===== config.mk =====
export PLATFORM = sky130hd
export DESIGN_NAME = clk_period_meter
export DESIGN_NICKNAME = d
export VERILOG_FILES = /design/src/rtl/clk_period_meter.sv
export SDC_FILE = /design/constraint.sdc
export NUM_CORES = 1
export LEC_CHECK = 0
export CORE_AREA = 2 2 119 63
export DETAILED_ROUTE_END_ITERATION = 8
export DIE_AREA = 0 0 121 65
export PLACE_DENSITY = 0.66
export SLEW_MARGIN = 20
export SYNTH_ARGS = -nofsm -noshare
export SYNTH_HDL_FRONTEND = slang
export SYNTH_SLANG_ARGS = --single-unit

===== constraint.sdc =====
create_clock -name i_CLK -period 2.7 [get_ports i_CLK]
set_clock_uncertainty 0.2 [all_clocks]
set_input_delay 0.54 -clock i_CLK [delete_from_list [all_inputs] [get_ports i_CLK]]
set_output_delay 0.54 -clock i_CLK [all_outputs]
set_load 0.03 [all_outputs]

===== src/rtl/clk_period_meter.sv =====
// clk_period_meter: measures period and high time of a slow signal
// in i_CLK cycles, with timeout and lock indication.
//   i_CLK     system clock, rising edge
//   i_RST     synchronous active-high reset
//   i_SIG     measured signal, may be asynchronous
//   o_VALID   one-cycle strobe, o_PERIOD/o_HIGH updated with it
//   o_PERIOD  cycles between the last two rising edges of i_SIG
//   o_HIGH    cycles i_SIG was high within that period
//   o_TIMEOUT one-cycle strobe, period counter saturated
//   o_LOCKED  high from first o_VALID until timeout or reset
module clk_period_meter #(
  parameter int WIDTH = 16
) (
  input  logic             i_CLK,
  input  logic             i_RST,
  input  logic             i_SIG,
  output logic             o_VALID,
  output logic [WIDTH-1:0] o_PERIOD,
  output logic [WIDTH-1:0] o_HIGH,
  output logic             o_TIMEOUT,
  output logic             o_LOCKED
);

  typedef enum logic [1:0] {
    IDLE,
    ARMED,
    MEASURE
  } state_e;

  localparam logic [WIDTH-1:0] CNT_MAX = {WIDTH{1'b1}};
  localparam logic [WIDTH-1:0] ONE = WIDTH'(1);

  logic             s1_q, s2_q, prev_q;
  logic [1:0]       warm_q;
  logic [1:0]       warm_d;
  state_e           state_q, state_d;
  logic [WIDTH-1:0] cnt_q, cnt_d;
  logic [WIDTH-1:0] hi_q, hi_d;
  logic [WIDTH-1:0] period_q, period_d;
  logic [WIDTH-1:0] high_q, high_d;
  logic             valid_q, valid_d;
  logic             tmo_q, tmo_d;
  logic             lock_q, lock_d;
  logic             rise;

  assign rise = s2_q & ~prev_q;

  // s2 only holds a real sample of i_SIG two cycles after reset;
  // before that its reset value must not be read as "low".
  assign warm_d = {warm_q[0], 1'b1};

  always_comb begin
    state_d  = state_q;
    cnt_d    = cnt_q;
    hi_d     = hi_q;
    period_d = period_q;
    high_d   = high_q;
    valid_d  = 1'b0;
    tmo_d    = 1'b0;
    lock_d   = lock_q;
    unique case (state_q)
      IDLE: begin
        if (warm_q[1] && !s2_q) begin
          state_d = ARMED;
        end
      end
      ARMED: begin
        if (rise) begin
          cnt_d   = ONE;
          hi_d    = ONE;
          state_d = MEASURE;
        end
      end
      MEASURE: begin
        if (rise) begin
          period_d = cnt_q;
          high_d   = hi_q;
          valid_d  = 1'b1;
          lock_d   = 1'b1;
          cnt_d    = ONE;
          hi_d     = ONE;
        end else if (cnt_q == CNT_MAX) begin
          tmo_d   = 1'b1;
          lock_d  = 1'b0;
          state_d = IDLE;
        end else begin
          cnt_d = cnt_q + ONE;
          hi_d  = hi_q + {{(WIDTH-1){1'b0}}, s2_q};
        end
      end
      default: begin
        state_d = IDLE;
      end
    endcase
  end

  always_ff @(posedge i_CLK) begin
    if (i_RST) begin
      s1_q     <= 1'b0;
      s2_q     <= 1'b0;
      prev_q   <= 1'b0;
      warm_q   <= 2'b00;
      state_q  <= IDLE;
      cnt_q    <= '0;
      hi_q     <= '0;
      period_q <= '0;
      high_q   <= '0;
      valid_q  <= 1'b0;
      tmo_q    <= 1'b0;
      lock_q   <= 1'b0;
    end else begin
      s1_q     <= i_SIG;
      s2_q     <= s1_q;
      prev_q   <= s2_q;
      warm_q   <= warm_d;
      state_q  <= state_d;
      cnt_q    <= cnt_d;
      hi_q     <= hi_d;
      period_q <= period_d;
      high_q   <= high_d;
      valid_q  <= valid_d;
      tmo_q    <= tmo_d;
      lock_q   <= lock_d;
    end
  end

  assign o_VALID   = valid_q;
  assign o_PERIOD  = period_q;
  assign o_HIGH    = high_q;
  assign o_TIMEOUT = tmo_q;
  assign o_LOCKED  = lock_q;

endmodule

==> reports/results.ini, run 1 <==
[drt]
drtPass1Iterations = 4
drc = 0
routed_wirelength_um = 7160
ant_nets = 0
avgRoutedWirePerCell_um = 14.2
viasPerCell = 5.20
vias = 2624
drtIter0Drc = 155

[global_route]
gr-usage-all-layers = 0.198
grt_pass1_vias = 2286
grt_busiest_layer = met1
use_met1 = 0.292
grt_use_met2 = 0.255
antenna_found_initial = 0
grt_pass1_wl_um = 11700
grt_use_met3 = 0.0924
grt_max_degree = 48
grt_overflow = 0

[synthesis]
yosysWarnings = 0
syn_nets = 368
yosys_register_bits = 74
netlist_area_um2 = 3000
ys_types = 40
syn_inst = 362
avgSynthCellArea_um2 = 8.30
ys_seq_area_frac = 0.493

[worst_setup_path]
reg2regPathDepth = 7
worst-path-max-fanout = 12
r2r_end = hi_q[15]
slowest_delay_ps = 610
crit_path_cell_trace = ha_1 -> nand3_2 -> or4_1 -> a21boi_4 -> buf_4 -> or3_1 -> a21oi_1
worstSetupStartpointType = flip-flop
r2r-start = cnt_q[0]
worstPathRequired_ps = 2720
r2r_slack_ps = 300
end_kind = flip-flop
crit_type = flip-flop to flip-flop
arrival_ps = 2420
slowest_stage = or4_1

[clock_tree]
cts_setup_buffers = 0
clk_latency_ps = 340
cts_tree = done
numCtsBuffers = 9
cts-htree-levels = 3
cts.sinks = 74
clockRootBuffer = clkbuf_16
clock_path_buffers = 2
clkTransAtPathRegs_ps = 60
ctsHoldBuffers = 0
cts_resized = 0

[finish]
finish.utilization = 0.546
layout_commonest_cell = nand2_1
drive_gt1_frac = 0.103
finish.net_count = 410
antenna_cells = 0
area_growth_pct = 26.6
fin_area_um2 = 3800
layout_common_cells = nand2_1, dfxtp_1, a21oi_1

[floorplanning]
die_width_um = 121
initial_core_util = 0.431
core_um2 = 6960
num_io_pins = 38
rows = 22
die-area_um2 = 7870
die_y_um = 65

[power_and_ir_drop]
peakVddDrop_mv = 0.464
finalPower_uw = 2330
power_density_nw_per_um2 = 614
leakage_uw = 0.00129

[sta]
final.period_utilization = 0.890
layout_setup_ws_ps = 296
tns_ps = 0
slew_headroom = 0.559
tightest_slew_ps = 656
final_hold_viol_count = 0
rsz0062_at_grt = false
slew_violations = 0
fmax_mhz = 416
period_needed_ps = 2400
setup_violations = 0

[placement]
place_ws_ps = 323
dp_hpwl_um = 4950
numPortBuffers = 37
gp_congestion = 0.841
postPlaceCellArea_um2 = 3500

[worst_hold_path]
hold_path_depth = 1
hold_path_class = flip-flop to flip-flop
min-delay-start = s1_q
holdPathEnd = s2_q

[flow_run]
maxCapViolations = 0

[outcome]
status = finished, final reports clean

==> synth_stat cells, drive strengths merged <==
cell type	n	area, um2
nand2	80	300
dfxtp	74	1480
a21oi	55	283
nor2	22	82.6
o21ai	19	118
clkbuf	14	52.6
or3	14	87.6
nand4	12	81.3
nand3	8	45.0
inv	7	26.3
nor2b	7	43.8
xor2	7	61.3
nor3	6	35.0
buf	5	42.5
and3	4	25.0
ha	3	37.5
or4	3	22.5
xnor2	3	26.3
a211oi	2	15.0
a31oi	2	12.5
nand2b	2	12.5
nor4	2	12.5
o31ai	2	15.0
a2111oi	1	8.76
a21boi	1	18.8
a41o	1	10.0
and2	1	6.26
and4	1	8.76
nand3b	1	7.51
o22a	1	8.76
o32a	1	10.0
or2	1	6.26
==> worst max path at each step <==
| stage | start | endpoint |
|---|---|---|
| after CTS | cnt_q[0] | hi_q[15] |
| after detailed placement | cnt_q[0] | hi_q[15] |
| final | cnt_q[0] | hi_q[15] |
| after floorplan | cnt_q[0] | cnt_q[7] |
| after global routing | cnt_q[0] | cnt_q[9] |
| after global placement | cnt_q[0] | hi_q[2] |
==> worst max-delay path: cells and delay by family, from the launching register on <==
family	cells	cell delay, ps
AND/OR/NAND/NOR	3	890
AO/OA/AOI/OAI	2	330
adder cells (fa/ha/maj)	1	220
buffers and inverters	1	240
flip-flops	1	420
==> per-layer routing <==
| metal | vias to the layer above | share of wire |
|---|---|---|
| li1 | 1335 | - |
| met4 | 0 | 0.0056 |
| met2 | 72 | 0.38 |
| met1 | 1211 | 0.53 |
| met5 | - | 0 |
| met3 | 6 | 0.081 |
==> area by class of cell <==
| type | instances | area [um2] |
|---|---|---|
| Fill cell | 676 | 3160 |
| Sequential cell | 74 | 1480 |
| Multi-Input combinational cell | 262 | 1400 |
| Timing Repair Buffer | 50 | 468 |
| Clock buffer | 15 | 298 |
| Tap cell | 96 | 120 |
| Inverter | 7 | 26.3 |
| Clock inverter | 1 | 5.00 |
==> power by group <==
part	total, uW	leakage [uW]	internal, uW	switching (uW)
registers	1100	0.000597	1100	5.05
clock network	1180	0.000152	746	432
logic	52.0	0.000537	15.9	36.2
total	2330	0.00129	1860	473
==> state kept, by name, summed over array words and instances (netlist names) <==
register,flops
state_q,2
s1_q,1
o_VALID,1
s2_q,1
o_LOCKED,1
o_PERIOD,16
hi_q,16
prev_q,1
cnt_q,16
o_HIGH,16
o_TIMEOUT,1
warm_q,2
==> metrics by stage <==
step           hold slack, ps  instances
2_1_floorplan             214        362
3_3_place_gp              220        489
3_5_place_dp              232        489
4_1_cts                   246        505
5_1_grt                   262        505
6_report                  243        505
==> logic make-up (layout without fill, tap and decap cells) <==
| logic type | after synthesis | count (layout) | synth area share |
|---|---|---|---|
| flops | 74 | 74 | 0.493 |
| buf+inv | 26 | 73 | 0.0404 |
| compound gates | 85 | 85 | 0.166 |
| fa+ha+maj | 3 | 3 | 0.0125 |
| simple gates | 164 | 164 | 0.259 |
| xor+xnor | 10 | 10 | 0.0292 |
(Power assumes the default switching activity.)
==> run 2, diff against run 1 <==
--- a/config.mk
+++ b/config.mk
@@ -5,9 +5,9 @@
 export SDC_FILE = /design/constraint.sdc
 export NUM_CORES = 1
 export LEC_CHECK = 0
-export CORE_AREA = 2 2 119 63
+export CORE_AREA = 2 2 98 76
 export DETAILED_ROUTE_END_ITERATION = 8
-export DIE_AREA = 0 0 121 65
+export DIE_AREA = 0 0 100 78
 export PLACE_DENSITY = 0.66
 export SLEW_MARGIN = 20
 export SYNTH_ARGS = -nofsm -noshare
==> reports/results.ini, run 2 (same netlist as run 1, synthesis figures left out) <==
[sta]
period_needed_ps = 2390  ; -14.8 ps
slew_violations = 0  ; unchanged
final.period_utilization = 0.885  ; -0.00550
fmax_mhz = 419  ; +0.62%
whs_ps = 241  ; -1.51 ps
tightest_slew_ps = 562  ; -94.3 ps
slew_headroom = 0.623  ; +0.0646
setup_violations = 0  ; unchanged
tns_ps = 0  ; unchanged
final_hold_viol_count = 0  ; unchanged
rsz0062_at_grt = false

[worst_setup_path]
reg2regPathDepth = 7  ; unchanged
worstPathRequired_ps = 2740  ; +20 ps
r2r_slack_ps = 310  ; about the same
slowest_stage = or4_1
r2r-start = cnt_q[0]
critPathTopFamily = simple AND/OR/NAND/NOR gates
slowest_delay_ps = 610  ; about the same
arrival_ps = 2430  ; about the same
r2r_end = cnt_q[7]
end_kind = flip-flop
worst-path-max-fanout = 14  ; +2
crit_path_cell_trace = ha_1 -> nand3_2 -> or4_1 -> a21boi_4 -> buf_4 -> nor3_1 -> o22a_1
crit_type = flip-flop to flip-flop
worstSetupStartpointType = flip-flop
path_buf_inv = 1  ; unchanged
cp.depth = 7  ; unchanged

[floorplanning]
core_um2 = 6770  ; -2.8%
initial_core_util = 0.444  ; +0.0126
num_io_pins = 38  ; unchanged
die_y_um = 78  ; +20%
rows = 26  ; +18%
die-area_um2 = 7800  ; -0.83%
die_width_um = 100  ; -17%

[clock_tree]
cts_tree = done
clock_path_buffers = 2  ; unchanged
cts-htree-levels = 3  ; unchanged
cts_setup_buffers = 0  ; unchanged
clk_latency_ps = 350  ; about the same
cts_resized = 0  ; unchanged
clockRootBuffer = clkbuf_8
numCtsBuffers = 9  ; unchanged
ctsHoldBuffers = 0  ; unchanged
cts.sinks = 74  ; unchanged
clkTransAtPathRegs_ps = 80  ; +20 ps

[drt]
ant_nets = 0  ; unchanged
drtIter0Drc = 129  ; -17%
avgRoutedWirePerCell_um = 13.7  ; -3.6%
vias = 2625  ; +0.038%
routed_wirelength_um = 6740  ; -5.9%
drc = 0  ; unchanged
drtPass1Iterations = 4  ; unchanged
viasPerCell = 5.32  ; +2.5%

[power_and_ir_drop]
finalPower_uw = 2030  ; -13%
power_density_nw_per_um2 = 547  ; -11%
peakVddDrop_mv = 0.357  ; -23%
leakage_uw = 0.00123  ; -4.0%

[placement]
gp_congestion = 0.852  ; +1.3%
postPlaceCellArea_um2 = 3500  ; about the same
numPortBuffers = 37  ; unchanged
place_inst = 477  ; -2.5%
dp_hpwl_um = 4690  ; -5.2%

[finish]
area_growth_pct = 23.2
finish.net_count = 410  ; unchanged
fin_area_um2 = 3700  ; -2.7%
layout_common_cells = nand2_1, dfxtp_1, a21oi_1
antenna_cells = 0  ; unchanged
layout_commonest_cell = nand2_1
layout.cells.non_filler = 493  ; -2.4%
drive_gt1_frac = 0.105  ; +0.00244

[global_route]
grt_max_degree = 31  ; -35%
gr-usage-all-layers = 0.183  ; -0.0142
grt_overflow = 0  ; unchanged
grt_pass1_wl_um = 11400  ; -2.8%
antenna_found_initial = 0  ; unchanged
grt_pass1_vias = 2416  ; +5.7%

[worst_hold_path]
hold_path_depth = 1  ; unchanged
min-delay-start = warm_q[0]
hold_path_class = flip-flop to flip-flop
holdPathEnd = warm_q[1]

[outcome]
status = finished, final reports clean

[flow_run]
maxCapViolations = 0  ; unchanged

run 2: changes by cell type in the layout (fill, tap and decap cells not counted):
cell	change
buf_12	+1
buf_4	-1
bufinv_16	+1
clkbuf_1	-1
clkbuf_16	-9
clkbuf_8	+5
clkinv_4	+1
clkinvlp_4	+3
run 2: worst max-delay path by stage:
stage | start | to | slack, ps
finish | cnt_q[0] | cnt_q[7] | 310
detailed placement | cnt_q[0] | cnt_q[7] | 340
floorplan | cnt_q[0] | cnt_q[7] | 460
global route | cnt_q[0] | cnt_q[7] | 190
CTS | cnt_q[0] | cnt_q[7] | 320
global placement | cnt_q[0] | cnt_q[7] | 420
run 2: stage by stage:
| stage | worst slack (ps) | utilization |
|---|---|---|
| global placement | 416 | 0.517 |
| detailed placement | 341 | 0.517 |
| floorplan | 457 | - |
| global route | 195 | 0.547 |
| CTS | 321 | 0.547 |
| finish | 311 | 0.547 |
run 2: area by class of cell:
| type | count | area (um2) |
|---|---|---|
| fill | 656 | 3070 |
| sequential | 74 | 1480 |
| multi-input combinational | 262 | 1400 |
| timing repair buffer | 50 | 480 |
| clock buffer | 10 | 138 |
| tap | 84 | 105 |
| clock inverter | 6 | 66.3 |
| inverter | 7 | 26.3 |
run 2: layer usage:
metal | track usage | wire length (um) | vias up | share of wire
met5 | 0 | 0 | - | 0
met4 | 0.0425 | 65 | 0 | 0.0096
met3 | 0.0613 | 338 | 7 | 0.050
met2 | 0.259 | 2700 | 50 | 0.40
met1 | 0.269 | 3640 | 1238 | 0.54
li1 | - | - | 1330 | -
run 2: where the power goes:
part / internal (uW) / switching, uW
Clock: 451 / 419
Sequential: 1100 / 4.88
Combinational: 17.3 / 36.9
Total: 1570 / 461
==> run 3, diff against run 2 <==
--- a/config.mk
+++ b/config.mk
@@ -5,11 +5,11 @@
 export SDC_FILE = /design/constraint.sdc
 export NUM_CORES = 1
 export LEC_CHECK = 0
+export ABC_CLOCK_PERIOD_IN_PS = 2700
 export CORE_AREA = 2 2 98 76
 export DETAILED_ROUTE_END_ITERATION = 8
 export DIE_AREA = 0 0 100 78
 export PLACE_DENSITY = 0.66
-export SLEW_MARGIN = 20
 export SYNTH_ARGS = -nofsm -noshare
 export SYNTH_HDL_FRONTEND = slang
 export SYNTH_SLANG_ARGS = --single-unit
==> results of run 3 <==
Same layout as run 2: the final DEF is identical, and so are final timing and power.
